===== config.mk =====
export PLATFORM = sky130hd
export DESIGN_NAME = sampled_change_monitor
export DESIGN_NICKNAME = d
export VERILOG_FILES = /design/src/rtl/sampled_change_monitor.sv
export SDC_FILE = /design/constraint.sdc
export NUM_CORES = 1
export LEC_CHECK = 0
export CAP_MARGIN = 10
export CELL_PAD_IN_SITES_DETAIL_PLACEMENT = 0
export CELL_PAD_IN_SITES_GLOBAL_PLACEMENT = 1
export CORE_UTILIZATION = 25
export CTS_CLUSTER_SIZE = 8
export DETAILED_ROUTE_END_ITERATION = 7
export DONT_BUFFER_PORTS = 1
export HOLD_SLACK_MARGIN = 0.15
export PLACE_DENSITY_LB_ADDON = 0.1
export SLEW_MARGIN = 20
export SYNTH_ARGS = -nofsm -noshare
export SYNTH_HDL_FRONTEND = slang
export SYNTH_SLANG_ARGS = --single-unit

===== constraint.sdc =====
create_clock -name clk -period 2.5 [get_ports clk]
set_clock_uncertainty 0.05 [all_clocks]
set_input_delay 0.25 -clock clk [delete_from_list [all_inputs] [get_ports clk]]
set_output_delay 0.25 -clock clk [all_outputs]
set_load 0.05 [all_outputs]

===== src/rtl/sampled_change_monitor.sv =====
// sampled_change_monitor
// Registers the previous enabled sample of a watched bus and reports
// changed/rose/fell/stable for each new enabled sample. In the ARMED state
// it also checks a selectable expectation and raises a fail pulse when the
// expectation is violated. Samples taken before ARMED are compared but not
// checked, which gives the logic under observation a settling window after
// reset.
module sampled_change_monitor #(
    parameter int WIDTH = 1,
    parameter int SKIP  = 1,
    parameter int CNT_W = 16
) (
    input  logic             clk,
    input  logic             rst,
    input  logic             en,
    input  logic [WIDTH-1:0] val,
    input  logic [1:0]       mode,
    output logic             out_valid,
    output logic             changed,
    output logic             rose,
    output logic             fell,
    output logic             stable,
    output logic             fail,
    output logic             fail_sticky,
    output logic [CNT_W-1:0] change_cnt,
    output logic [CNT_W-1:0] fail_cnt
);

    // skip_cnt counts samples taken so far; it must reach SKIP.
    localparam int SKW = (SKIP > 1) ? $clog2(SKIP + 1) : 1;
    // Value of skip_cnt on the sample that completes the skip window.
    localparam logic [SKW-1:0]   SKIP_LAST = SKW'(SKIP - 1);
    localparam logic [CNT_W-1:0] CNT_MAX   = {CNT_W{1'b1}};

    typedef enum logic [1:0] {
        NOPAST   = 2'd0,
        SKIPPING = 2'd1,
        ARMED    = 2'd2
    } state_t;

    state_t           state_reg;
    state_t           state_next;
    logic [SKW-1:0]   skip_cnt_reg;
    logic [SKW-1:0]   skip_cnt_next;
    logic [WIDTH-1:0] past_reg;

    logic             out_valid_reg;
    logic             changed_reg;
    logic             rose_reg;
    logic             fell_reg;
    logic             stable_reg;
    logic             fail_reg;
    logic             fail_sticky_reg;
    logic [CNT_W-1:0] change_cnt_reg;
    logic [CNT_W-1:0] fail_cnt_reg;

    logic             out_valid_next;
    logic             changed_next;
    logic             rose_next;
    logic             fell_next;
    logic             stable_next;
    logic             fail_next;
    logic             fail_sticky_next;
    logic [CNT_W-1:0] change_cnt_next;
    logic [CNT_W-1:0] fail_cnt_next;

    // Per-bit difference between the incoming value and the stored sample.
    logic [WIDTH-1:0] diff_bits;
    logic             cmp_changed;
    logic             cmp_rose;
    logic             cmp_fell;
    logic             has_past;
    logic             check_en;
    logic             violation;

    genvar gi;
    generate
        for (gi = 0; gi < WIDTH; gi = gi + 1) begin : g_diff
            assign diff_bits[gi] = val[gi] ^ past_reg[gi];
        end
    endgenerate

    assign cmp_changed = |diff_bits;
    assign cmp_rose    = ~past_reg[0] &  val[0];
    assign cmp_fell    =  past_reg[0] & ~val[0];
    // A comparison is meaningful only once a past sample has been stored.
    assign has_past    = (state_reg != NOPAST);
    // Checking is decided by the state in which the sample is taken.
    assign check_en    = (state_reg == ARMED);

    // Expectation decode; mode travels with the sample it qualifies.
    always_comb begin
        violation = 1'b0;
        case (mode)
            2'd1:    violation = ~cmp_changed;
            2'd2:    violation = cmp_changed;
            2'd3:    violation = ~cmp_rose;
            default: violation = 1'b0;
        endcase
    end

    // Next-state logic: NOPAST -> (SKIPPING) -> ARMED, advancing only on enabled samples.
    always_comb begin
        state_next    = state_reg;
        skip_cnt_next = skip_cnt_reg;
        if (en) begin
            case (state_reg)
                NOPAST: begin
                    skip_cnt_next = SKW'(1);
                    state_next    = (SKIP > 1) ? SKIPPING : ARMED;
                end
                SKIPPING: begin
                    skip_cnt_next = skip_cnt_reg + SKW'(1);
                    if (skip_cnt_reg == SKIP_LAST) begin
                        state_next = ARMED;
                    end
                end
                ARMED: begin
                    state_next = ARMED;
                end
                default: begin
                    state_next    = NOPAST;
                    skip_cnt_next = '0;
                end
            endcase
        end
    end

    // Output and counter next values; all flag pulses drop on disabled cycles.
    always_comb begin
        out_valid_next   = en;
        changed_next     = en & has_past & cmp_changed;
        rose_next        = en & has_past & cmp_rose;
        fell_next        = en & has_past & cmp_fell;
        stable_next      = en & has_past & ~cmp_changed;
        fail_next        = en & check_en & violation;
        fail_sticky_next = fail_sticky_reg | fail_next;
        change_cnt_next  = change_cnt_reg;
        fail_cnt_next    = fail_cnt_reg;
        if (changed_next && (change_cnt_reg != CNT_MAX)) begin
            change_cnt_next = change_cnt_reg + CNT_W'(1);
        end
        if (fail_next && (fail_cnt_reg != CNT_MAX)) begin
            fail_cnt_next = fail_cnt_reg + CNT_W'(1);
        end
    end

    // State register and skip counter.
    always_ff @(posedge clk) begin
        if (rst) begin
            state_reg    <= NOPAST;
            skip_cnt_reg <= '0;
        end else begin
            state_reg    <= state_next;
            skip_cnt_reg <= skip_cnt_next;
        end
    end

    // Past sample, registered flags and saturating counters.
    always_ff @(posedge clk) begin
        if (rst) begin
            past_reg        <= '0;
            out_valid_reg   <= 1'b0;
            changed_reg     <= 1'b0;
            rose_reg        <= 1'b0;
            fell_reg        <= 1'b0;
            stable_reg      <= 1'b0;
            fail_reg        <= 1'b0;
            fail_sticky_reg <= 1'b0;
            change_cnt_reg  <= '0;
            fail_cnt_reg    <= '0;
        end else begin
            if (en) begin
                past_reg <= val;
            end
            out_valid_reg   <= out_valid_next;
            changed_reg     <= changed_next;
            rose_reg        <= rose_next;
            fell_reg        <= fell_next;
            stable_reg      <= stable_next;
            fail_reg        <= fail_next;
            fail_sticky_reg <= fail_sticky_next;
            change_cnt_reg  <= change_cnt_next;
            fail_cnt_reg    <= fail_cnt_next;
        end
    end

    assign out_valid   = out_valid_reg;
    assign changed     = changed_reg;
    assign rose        = rose_reg;
    assign fell        = fell_reg;
    assign stable      = stable_reg;
    assign fail        = fail_reg;
    assign fail_sticky = fail_sticky_reg;
    assign change_cnt  = change_cnt_reg;
    assign fail_cnt    = fail_cnt_reg;

endmodule

==> out/results.txt <==
Synthesis produced 236 cells. Counting along the longest clock path gives a buffer depth of 2. For the arrival time of the worst setup path, the log shows 2.30 ns. Counting I/O delays and the setup requirement, the final critical path takes 2.17 ns. The synthesized design spends more area on one cell type than any other, namely dfxtp_1. The average cell area after synthesis was 8.79 sq um; the share of cells above drive strength 1 was 19.1%. The Yosys step of the flow raised 0 warnings. The startpoint type of the worst setup path is a register. The run gives 39.6% as the sequential element share of the synthesized area. The number of max-slew violations in the final report is 0.

By startpoint and endpoint, the worst setup path is classified as register to register. For this run, design rule violations remaining after detail routing come to 0. For the overall overflow remaining after global route, the log shows 0. Global routing used 13.9% of the available tracks across all layers. Headroom to the max-slew limit came out at 66.6%. The repair_antennas step left the layout with diodes totalling 0. The quantity of I/O buffers inserted on ports was 0; the number of filler instances in the final layout was 847.

The first TritonRoute pass finished after 4 iterations. At the pin with the least slew margin, the transition time is 0.497 ns. The synthesized design contains 41 register bits. The flow ran to the end, and the final reports show no timing, DRC or antenna violations. In this run the clock root is driven by a clkbuf_8. The tools report the weighted congestion at the end of routability-driven global placement as 0.662.

Measured along the x axis, the die boundary spans 93.1 microns. Once the floorplan was initialized, standard cells occupied 26.3% of the core. The logs give 45 for the count of pins on the block boundary and 41 for the number of sinks driven by the clock tree. The run gives 66 as the number of violations reported at the end of detailed-routing iteration 0. Setup repair after global routing left no endpoint under its margin. Die extent in y: 93.1 microns. In this run, distinct cell masters in the synthesized netlist total 44. The startpoint of the most critical register-to-register path is past_reg.

The HPWL after detailed placement is 3.94 mm. Yosys attributes the largest share of cell area to dfxtp_1 40%, mux2_1 4.9%, a21oi_1 4.3%. Counting flops with a built-in enable in the synthesized netlist gives 0.

Entering global routing, the biggest net connects 46 pins. The run gives 32 as the row count. Along the worst path, the maximum fanout reaches 9.

The placeable core region was 7890 sq um; the fraction of registers with async set/reset was 0%. The run gives 1851 as the via count of the first global-routing pass. The min-delay analysis places its worst path in the category input port to register. At the placement stage, the worst setup path has a slack of 0.364 ns. The total power density per cell area came out at 464 nW/um^2.

The cell area that synthesis handed to floorplanning was 2070 sq um. For the leakage power of the design, the log shows 0.967 nW. The multi-input combinational cells in the finished layout cover a total of 1170 sq um. Post-CTS timing repair inserted 0 buffers for setup.

When the netlist entered floorplanning its net count stood at 246. The tools report the number of buffers added by the clock tree synthesis step as 5. The first global-routing pass estimated 9.37 mm of wire.

The final layout contains routed wiring with a total length of 5.65 mm. The total number of vias is 1897, and the average wire length per cell after detail routing is 15.1 microns. Combined flip-flop and latch cell area: 821 sq um. Hold is met by 0.155 ns. Critical path startpoint: past_reg.

The run gives 2 as the number of levels in the clock H-tree. The synthesis-to-finish area growth is 23.5%, and the number of routed nets with antenna violations is 0. The floorplan step defined a die boundary enclosing 8670 sq um. For the clock insertion delay at the later pin of the skew report, the log shows 0.29 ns. The post-CTS clock slew at the launch and capture registers of the worst setup and hold paths works out to 0.09 ns. The ratio of routed vias to standard cells was 5.07. Across all setup checks in the final design, the least slack found is 0.332 ns. The logs give 0 ns for the setup TNS and 461 MHz for the highest attainable clock frequency. The worst-case IR drop observed on VDD is 0.186 mV. Number of antenna violations at the first check in global routing: 0. Across the run, the number of max-cap violations was 0.

The run gives 2.63 ns as the critical path required time. Cells fill 32.5% of the core in the end. At the end of the flow, the number of nets in the layout was 281. TritonCTS built the clock tree.

The most used flip-flop cell after synthesis is dfxtp_1. The worst setup path is captured at a register. Number of endpoints with negative hold slack in the final report: 0.

The worst hold path begins at rst. The worst path uses 86.7% of the clock period. The run gives 0 as the total setup violations reported at the end of the flow. The fraction of post-synthesis cell area in the top cell type by area came out at 39.6%. Overall power consumption after layout is estimated at 0.00119 W.
==> cell usage after synthesis (4+ instances only) <==
library cell	instances
a21oi_1	18
and2_1	6
and3_1	4
and4_1	5
buf_2	5
clkbuf_1	5
dfxtp_1	41
ha_1	4
inv_1	8
mux2_1	9
nand2_1	16
nand3_1	11
nand4_1	9
nor2_1	18
nor2b_1	11
nor3_1	4
nor4_1	7
o31ai_1	10
or4_1	10
==> cell type report <==
cell class,instances,area share (%)
inverter,8,1.17
sequential,41,32.0
clock buffer,5,2.69
multi-input combinational,176,45.8
timing repair buffer,39,12.7
tap,102,4.98
clock inverter,3,0.684
==> placed cells by master (no fill, tap or decap), types with 2 or more instances in the layout <==
| master | n |
|---|---|
| a211oi_1 | 3 |
| a21oi_1 | 18 |
| a41oi_1 | 2 |
| and2_1 | 6 |
| and3_1 | 4 |
| and4_1 | 5 |
| buf_12 | 2 |
| buf_4 | 34 |
| clkbuf_8 | 5 |
| clkinv_2 | 2 |
| dfxtp_1 | 41 |
| dlygate4sd3_1 | 3 |
| ha_1 | 4 |
| inv_1 | 8 |
| mux2_1 | 9 |
| mux2_2 | 2 |
| mux2i_1 | 2 |
| nand2_1 | 16 |
| nand3_1 | 11 |
| nand4_1 | 9 |
| nor2_1 | 18 |
| nor2b_1 | 11 |
| nor3_1 | 4 |
| nor4_1 | 7 |
| nor4b_1 | 2 |
| o21ai_0 | 3 |
| o31ai_1 | 10 |
| or3_1 | 3 |
| or4_1 | 10 |
==> power by group <==
group	internal, W	switching [W]
combinational	0.0000244	0.0000426
sequential	0.000660	0.0000163
clock	0.000193	0.000252
total	0.000878	0.000311
==> through the flow <==
stage               cells  area (sq um)
finish                374          2560
global route          374          2560
CTS                   374          2560
detailed placement    362          2430
global placement      362          2430
floorplan             236          2070
==> per-layer routing <==
layer | GRT usage, % | up-vias | wire length, microns | part of all wire (%)
li1 | - | 959 | - | -
met1 | 18.2 | 898 | 2700 | 48
met2 | 22.5 | 35 | 2590 | 46
met3 | 3.66 | 5 | 295 | 5.2
met4 | 3.85 | 0 | 59 | 1.0
met5 | 0 | - | 0 | 0
==> worst max-delay path, cell delays in order (launching register included) <==
cell and delay [ns]:
dfxtp_1 0.33, ha_1 0.32, and3b_1 0.41, nand4_4 0.21
nor4_1 0.37, mux2_1 0.35
==> cells by family (layout without fill, tap and decap cells) <==
| family | Yosys count | count (layout) | share of synthesized area [%] |
|---|---|---|---|
| simple gates | 115 | 115 | 33.5 |
| compound gates | 44 | 44 | 13.6 |
| flops | 41 | 41 | 39.6 |
| buf+inv | 19 | 55 | 3.92 |
| mux | 13 | 13 | 6.94 |
| fa+ha+maj | 4 | 4 | 2.41 |
==> final timing paths <==
check	depth (start not counted)	slack (ns)	end
worst max-delay path	5	0.33	change_cnt[15]
worst min-delay path	2	0.15	change_cnt[5]
worst max register to register	5	0.33	change_cnt[15]
worst min register to register	1	0.47	change_cnt[8]
==> what timing repair did <==
item | in CTS | in global routing
hold endpoints to repair | 41 | 0
hold buffers | 4 | 0
gates resized for setup | 0 | 0
(Power assumes the default switching activity.)
